## src/rtl/dataSizes.sv

```systemverilog
// Width constants shared by the playback datapath.
package dataSizes;
  localparam int WORD_W = 32;
  localparam int CNT_W  = 6;
endpackage

```

## src/rtl/dataTypes.sv

```systemverilog
// State encoding for the playback sequencer.
package dataTypes;
  typedef enum logic {
    IDLE = 1'b0,
    RUN  = 1'b1
  } pbState_t;
endpackage

```

## src/rtl/oneshot.sv

```systemverilog
// Rising-edge detector: one pulse per low-to-high transition of din.
module oneshot (
  input  logic clk,
  input  logic resetN,
  input  logic din,
  output logic pulse
);

  logic prevQ;

  always_ff @(posedge clk) begin
    if (!resetN) prevQ <= 1'b0;
    else         prevQ <= din;
  end

  assign pulse = din & ~prevQ;

endmodule

```

## src/rtl/playback_unit.sv

```systemverilog
// Serializes 32-bit words LSB first, one bit per enabled samplePulse edge,
// with a one-word holding register for gapless back-to-back playback.
module playback_unit
  import dataSizes::*;
  import dataTypes::*;
#(
  parameter logic IDLE_LEVEL = 1'b1
) (
  input  logic              clk,
  input  logic              resetN,
  input  logic              enable,
  input  logic              samplePulse,
  input  logic [WORD_W-1:0] wordIn,
  input  logic              wordValid,
  output logic              wordReady,
  output logic              dOut,
  output logic              busy,
  output logic              wordDone,
  output logic              underrun,
  output logic [CNT_W-1:0]  bitCount
);

  localparam logic [CNT_W-1:0] LAST = CNT_W'(WORD_W - 1);

  pbState_t          state;
  logic [WORD_W-1:0] holding;
  logic [WORD_W-1:0] shift;
  logic              holdFull;
  logic              edgePulse;
  logic              step;
  logic              accept;

  oneshot uEdge (
    .clk    (clk),
    .resetN (resetN),
    .din    (samplePulse),
    .pulse  (edgePulse)
  );

  assign step      = enable & edgePulse;
  assign wordReady = ~holdFull | ~resetN;
  assign accept    = wordValid & ~holdFull;
  assign busy      = (state == RUN);

  always_ff @(posedge clk) begin
    if (!resetN) begin
      state    <= IDLE;
      holding  <= '0;
      holdFull <= 1'b0;
      shift    <= '0;
      bitCount <= '0;
      dOut     <= IDLE_LEVEL;
      wordDone <= 1'b0;
      underrun <= 1'b0;
    end else begin
      wordDone <= 1'b0;
      // accept and reload are exclusive: reload needs holdFull, accept needs it clear
      if (accept) begin
        holding  <= wordIn;
        holdFull <= 1'b1;
      end
      if (!enable) underrun <= 1'b0;
      if (step) begin
        unique case (state)
          IDLE: begin
            if (holdFull) begin
              shift    <= holding;
              holdFull <= 1'b0;
              bitCount <= '0;
              dOut     <= holding[0];
              state    <= RUN;
            end
          end
          RUN: begin
            if (bitCount != LAST) begin
              shift    <= {IDLE_LEVEL, shift[WORD_W-1:1]};
              dOut     <= shift[1];
              bitCount <= bitCount + CNT_W'(1);
            end else begin
              wordDone <= 1'b1;
              if (holdFull) begin
                shift    <= holding;
                holdFull <= 1'b0;
                bitCount <= '0;
                dOut     <= holding[0];
              end else begin
                dOut     <= IDLE_LEVEL;
                bitCount <= '0;
                underrun <= 1'b1;
                state    <= IDLE;
              end
            end
          end
          default: state <= IDLE;
        endcase
      end
    end
  end

endmodule

```

## config.mk

```make
export PLATFORM = sky130hd
export DESIGN_NAME = playback_unit
export DESIGN_NICKNAME = d
export VERILOG_FILES = /design/src/rtl/dataSizes.sv /design/src/rtl/dataTypes.sv /design/src/rtl/oneshot.sv /design/src/rtl/playback_unit.sv
export SDC_FILE = /design/constraint.sdc
export NUM_CORES = 1
export LEC_CHECK = 0
export BUFFER_PORTS_ARGS = -buffer_cell sky130_fd_sc_hd__buf_2
export CAP_MARGIN = 10
export CELL_PAD_IN_SITES_DETAIL_PLACEMENT = 0
export CELL_PAD_IN_SITES_GLOBAL_PLACEMENT = 2
export CORE_ASPECT_RATIO = 1.4
export CORE_MARGIN = 10
export CORE_UTILIZATION = 35
export DETAILED_ROUTE_END_ITERATION = 12
export GPL_ROUTABILITY_DRIVEN = 0
export PLACE_DENSITY_LB_ADDON = 0.1
export SLEW_MARGIN = 10
export SYNTH_ARGS = -nofsm -noshare
export SYNTH_HDL_FRONTEND = slang
export SYNTH_SLANG_ARGS = --single-unit
```

## constraint.sdc

```tcl
create_clock -name clk -period 2.2 [get_ports clk]
set_clock_uncertainty 0.1 [all_clocks]
set_input_delay 0.22 -clock clk [delete_from_list [all_inputs] [get_ports clk]]
set_output_delay 0.22 -clock clk [all_outputs]
set_load 0.05 [all_outputs]
```

-- Word-level counts from Yosys, hierarchy flattened
Index checks and enable logic that the tools add are counted.
- flip-flop bits (word level): 76
- bits in latches: 0
- RAM bits: 0
- bits in read-only memories: 0
- input bits: 37
- output and inout bits: 11
- logic and storage cells: 46
- memories kept: 0
- add/subtract/negate cells: 1
- multipliers: 0
- div/mod/pow operators: 0
- magnitude comparators: 0
- eq/ne operators: 2
- shift-type cells: 0
- multiplexer cells: 24
- bitwise operators: 8
- reduce and logical (&&, ||, !) cells: 2
- operators by type and width (cell ; number):
    32-bit 2-to-1 mux ; 2
    32-bit case mux with 2 select lines ; 1
    1-bit 2-to-1 mux ; 15
    6-bit 2-to-1 mux ; 2
    6-bit case mux with 2 select lines ; 1
    6-bit by 1-bit adder with 6-bit output, second input constant ; 1
    6-bit by 5-bit != test with 1-bit output, second input constant ; 1
    1-bit case mux with 2 select lines ; 3
    1-bit NOT ; 4
    1-bit AND ; 3
    3-bit AND reduction ; 1
    2-bit != test, second input constant ; 1
    2-bit AND reduction ; 1
    1-bit OR ; 1

-- Depth between registers and ports, before layout
- depth after elaboration: 7
- gate-level depth with buffers: 6
- depth with buffers taken out: 5

-- Hierarchy
Synthesis repeated with hierarchy kept, for this count alone.
- cells, all modules: 342
- area total of the unflattened synthesis: 2997.9 µm²
- by module, submodules not included (module ; times used ; cells each ; area an instance (µm²) ; seq. area each (µm²)):
    playback_unit ; 1 ; 339 ; 2957.8 ; 1481.4
    oneshot ; 1 ; 3 ; 40.0 ; 20.0

-- Least setup slack after synthesis
OpenSTA, ideal clock, no wires.
- path type: flip-flop to flip-flop
- from: reg bitCount[0]
- to: reg shift[10]
- library setup time: 0.119 ns
- data arrival time: 1.760 ns
- required time: 1.981 ns
- slack: 0.222 ns
- cell stages (with the launch flop): 7
- period minus slack after synthesis: 1.978 ns
- cell sequence: dfxtp_1 -> ha_1 -> nand2b_1 -> o21ai_2 -> nand3_2 -> buf_6 -> o221a_1
- cells in the longest elaborated chain, start to end: 3
- ends and longest elaborated chain (element ; line ; RTL):
    from (decl) ; playback_unit.sv:20 ; output logic [CNT_W-1:0] bitCount
    from (signal assigned) ; playback_unit.sv:78 ; bitCount <= bitCount + CNT_W'(1);
    6-bit by 5-bit != test with 1-bit output ; playback_unit.sv:75 ; if (bitCount != LAST) begin
    32-bit 2-to-1 mux ; playback_unit.sv:75 ;
    32-bit case mux with 2 select lines ; playback_unit.sv:64 ; unique case (state)
    to (signal assigned) ; playback_unit.sv:67 ; shift <= holding;
    to (signal assigned) ; playback_unit.sv:76 ; shift <= {IDLE_LEVEL, shift[WORD_W-1:1]};
    to (signal assigned) ; playback_unit.sv:82 ; shift <= holding;
    to (decl) ; playback_unit.sv:27 ; logic [WORD_W-1:0] shift;
No other way between the ends.
A chain may end at the register's enable or synchronous reset.

-- Worst setup path after layout
- from: reg bitCount[0]
- to: reg shift[26]
Same word-level chain as after synthesis.

==> results by group <==
Pwr
  – Power density of the placed cells: 838 nW/µm²
  – Standby leakage power: 1.42 nW
  – Final total power: 0.00306 W
  – Worst IR drop on VDD: a little over 0.5 mV

Logic synthesis
  – Synth Flop Type: sky130_fd_sc_hd__dfxtp_1
  – Number of instances in the synthesized netlist: between 300 and 400
  – Ys async rst share: 0%
  – Average cell area after synthesis: about 10 µm²
  – Most area-consuming cells after synthesis: sky130_fd_sc_hd__dfxtp_1 49%, sky130_fd_sc_hd__o221a_1 11%, sky130_fd_sc_hd__nand2_1 8.5%
  – Warnings, synthesis: 0
  – Syn_nets: around 350
  – Combined area of all synthesized cells: 3080 µm²
  – Share of the yosys chip area belonging to registers: around half
  – Proportion of netlist area held by the largest area contributor: about 49%
  – #FFs+latches synth: 75
  – Number of enable flip-flop cells after synthesis: 0
  – Synth cell types: 38
  – Library cell occupying the most area in the post-synthesis netlist: sky130_fd_sc_hd__dfxtp_1

Finish
  – Antenna Cells: 0
  – End-of-flow core utilization: 42.7%
  – Nets: just under 400
  – Area growth syn-to-layout: 18.8%
  – Area of the multi-input gates: ~1400 µm²
  – Number of filler instances in the final layout: roughly 890
  – Fraction of final layout cells sized beyond drive strength 1: a little over a fifth
  – Storage element area: between 1500 and 2000 µm²

Global route
  – First-pass GRT wire length: around 12000 µm
  – Initial antenna violation count: 0
  – Fraction of met2 tracks used by global routing: about a fifth
  – GRT Resource Usage Total: between 10 and 15%
  – GR Util met1: 13.3%
  – GR Layer Usage met3: under 10%
  – Remaining global-route overflow: 0
  – GRT Max-Usage Layer: met2
  – Largest net degree at the start of global routing: 33
  – Vias in the first global route: roughly 2500

Die
  – Die width: between 90 and 100 µm
  – DIE AREA: about 13000 µm²
  – Initial standard-cell utilization of the core: 35.9%
  – Area of the core: approximately 8600 µm²
  – Die Span Y: 131 µm
  – Row Count: 40
  – I/O pin total: 48

Setup path
  – Max FO, Critical Path: 31
  – Required time of the critical path: approximately 2300 ps
  – Startpoint-to-endpoint class of the critical path: reg -> reg
  – Kind of capture point of the worst setup path: flop
  – Data arrival time of the critical path: roughly 2000 ps
  – Launching element type of the critical path: flop

Run status
  – Run status: finished, final reports clean

Clock network
  – Number of sinks on the clock net: 75
  – Post-CTS setup-driven buffer insertion count: 0
  – Clock tree from TritonCTS: done
  – Clk slew on worst S/H paths: about 60 ps
  – Max Buffers Root-to-Sink: 2
  – Clock latency at the later pin of the worst-skew pair: around 330 ps
  – CTS Hold Buffers Added: 0
  – Cts bufs inserted: 9
  – Post-CTS Resized: 0
  – Clock tree root driver cell: sky130_fd_sc_hd__clkbuf_16
  – H-Tree Level Count: 3

Timing
  – Fraction of the cycle the final worst path needs: approximately 83%
  – FMAX: roughly 550 MHz
  – Tightest Pin Transition: 488 ps
  – Relative slew slack: 67.1%
  – Setup repair after global routing missed its margin: no
  – Final count of pins violating max slew: 0
  – Final critical-path required period: about 1800 ps
  – Summed negative setup slack over all endpoints: 0 ps
  – Worst Hold Margin: between 20 and 25 ps
  – Number of setup violations in the final report: 0
  – Number of failing hold endpoints at the final stage: 0

Drt
  – Total via count after detailed routing: 2355
  – Total Wirelength: ~7000 µm
  – Mean number of vias per cell: approximately 5.0
  – DRC: 0
  – Post-detailed-route count of antenna-violating nets: 0
  – Drt pass-1 iters: 4
  – Routed wire length per instance: between 15 and 20 µm
  – Detailed Route Iter0 Violations: between 80 and 90

Place
  – Estimated wirelength of the detail-placed design: 4800 µm
  – Port-buffer cells: 47

Worst hold path
  – Hold crit path type: in -> reg

Run
  – Max Cap Violations: 0
-- final cells by class --
cell class,instances,area share (%)
flip-flops and latches,75,41.1
multi-input cells,211,38.6
repair buffers,58,9.04
clock buffers,14,7.23
well taps,105,3.60
clock inverters,2,0.274
inverters,2,0.205
-- worst max-delay path, cell delays in order (launching register included) --
cell and delay, ps:
sky130_fd_sc_hd__dfxtp_1 390, sky130_fd_sc_hd__ha_1 230, sky130_fd_sc_hd__nand2b_1 180, sky130_fd_sc_hd__o21ai_2 190
sky130_fd_sc_hd__nand3_2 80, sky130_fd_sc_hd__buf_4 250, sky130_fd_sc_hd__o221a_2 300
-- where the power goes --
part / internal, W / switching (W)
clock network: 0.000822 / 0.000530
logic: 0.000114 / 0.000136
registers: 0.00142 / 0.0000349
total: 0.00236 / 0.000701
-- layout by cell type (no fill, tap or decap), types with 3 or more instances in the layout --
cell type,count
sky130_fd_sc_hd__buf_2,47
sky130_fd_sc_hd__o21a_1,30
sky130_fd_sc_hd__a21boi_0,24
sky130_fd_sc_hd__xnor2_1,4
sky130_fd_sc_hd__nand2_1,70
sky130_fd_sc_hd__clkbuf_1,3
sky130_fd_sc_hd__clkbuf_16,9
sky130_fd_sc_hd__o221a_1,29
sky130_fd_sc_hd__o21ai_2,3
sky130_fd_sc_hd__a21boi_1,10
sky130_fd_sc_hd__o21ai_0,3
sky130_fd_sc_hd__buf_4,10
sky130_fd_sc_hd__dfxtp_1,75
sky130_fd_sc_hd__nor2_1,9
-- metrics by stage --
step	cells	cell area, µm²	worst slack, ps
finish	467	3650	374
global route	467	3650	249
CTS	467	3650	370
detailed placement	451	3380	380
global placement	451	3380	422
floorplan	313	3080	222
-- cells in the mapped netlist (2+ instances only) --
library cell and count:
sky130_fd_sc_hd__a21boi_1 10, sky130_fd_sc_hd__dfxtp_1 75, sky130_fd_sc_hd__buf_6 6, sky130_fd_sc_hd__nand2_1 70, sky130_fd_sc_hd__clkbuf_1 8, sky130_fd_sc_hd__xnor2_1 4
sky130_fd_sc_hd__o221a_1 29, sky130_fd_sc_hd__a21boi_0 24, sky130_fd_sc_hd__nor2b_1 2, sky130_fd_sc_hd__inv_1 2, sky130_fd_sc_hd__buf_2 8, sky130_fd_sc_hd__and2_1 2
sky130_fd_sc_hd__and3_1 2, sky130_fd_sc_hd__o21ai_0 3, sky130_fd_sc_hd__nor4_1 2, sky130_fd_sc_hd__nor2_1 9, sky130_fd_sc_hd__buf_4 3, sky130_fd_sc_hd__o21ai_2 3
sky130_fd_sc_hd__o21a_1 30, sky130_fd_sc_hd__o31ai_1 2, sky130_fd_sc_hd__nor3_1 2
-- sequential cells by signal, indices dropped and copies added, names as in the netlist --
name and count:
holding 32, shift 31, bitCount 6, busy 1
dOut 1, holdFull 1, uEdge.prevQ 1, underrun 1
wordDone 1
-- layer usage --
metal	part of all wire, %	routed length (µm)
met1	46	3260
met4	1.8	126
met2	48	3420
met5	0	0
met3	4.5	318
-- worst paths after layout --
path                                  from  slack [ps]  cells past startpoint                        to
setup reg to reg  bitCount[0]$_SDFFE_PN0P_         370                      6    shift[26]$_SDFFE_PN0P_
setup / recovery  bitCount[0]$_SDFFE_PN0P_         370                      6    shift[26]$_SDFFE_PN0P_
hold reg to reg   holding[14]$_SDFFE_PN0P_         360                      2  holding[14]$_SDFFE_PN0P_
hold / removal                   wordIn[9]          20                      3   holding[9]$_SDFFE_PN0P_
-- logic make-up (layout without fill, tap and decap cells) --
kind of cell	after synthesis	count (layout)	share of synthesized area, %
buf+inv	27	76	5.45
flops	75	75	48.8
xor+xnor	4	4	1.14
compound gates	109	109	30.3
fa+ha+maj	1	1	0.407
simple gates	97	97	13.9
No activity file was read; power rests on OpenSTA's default activity.
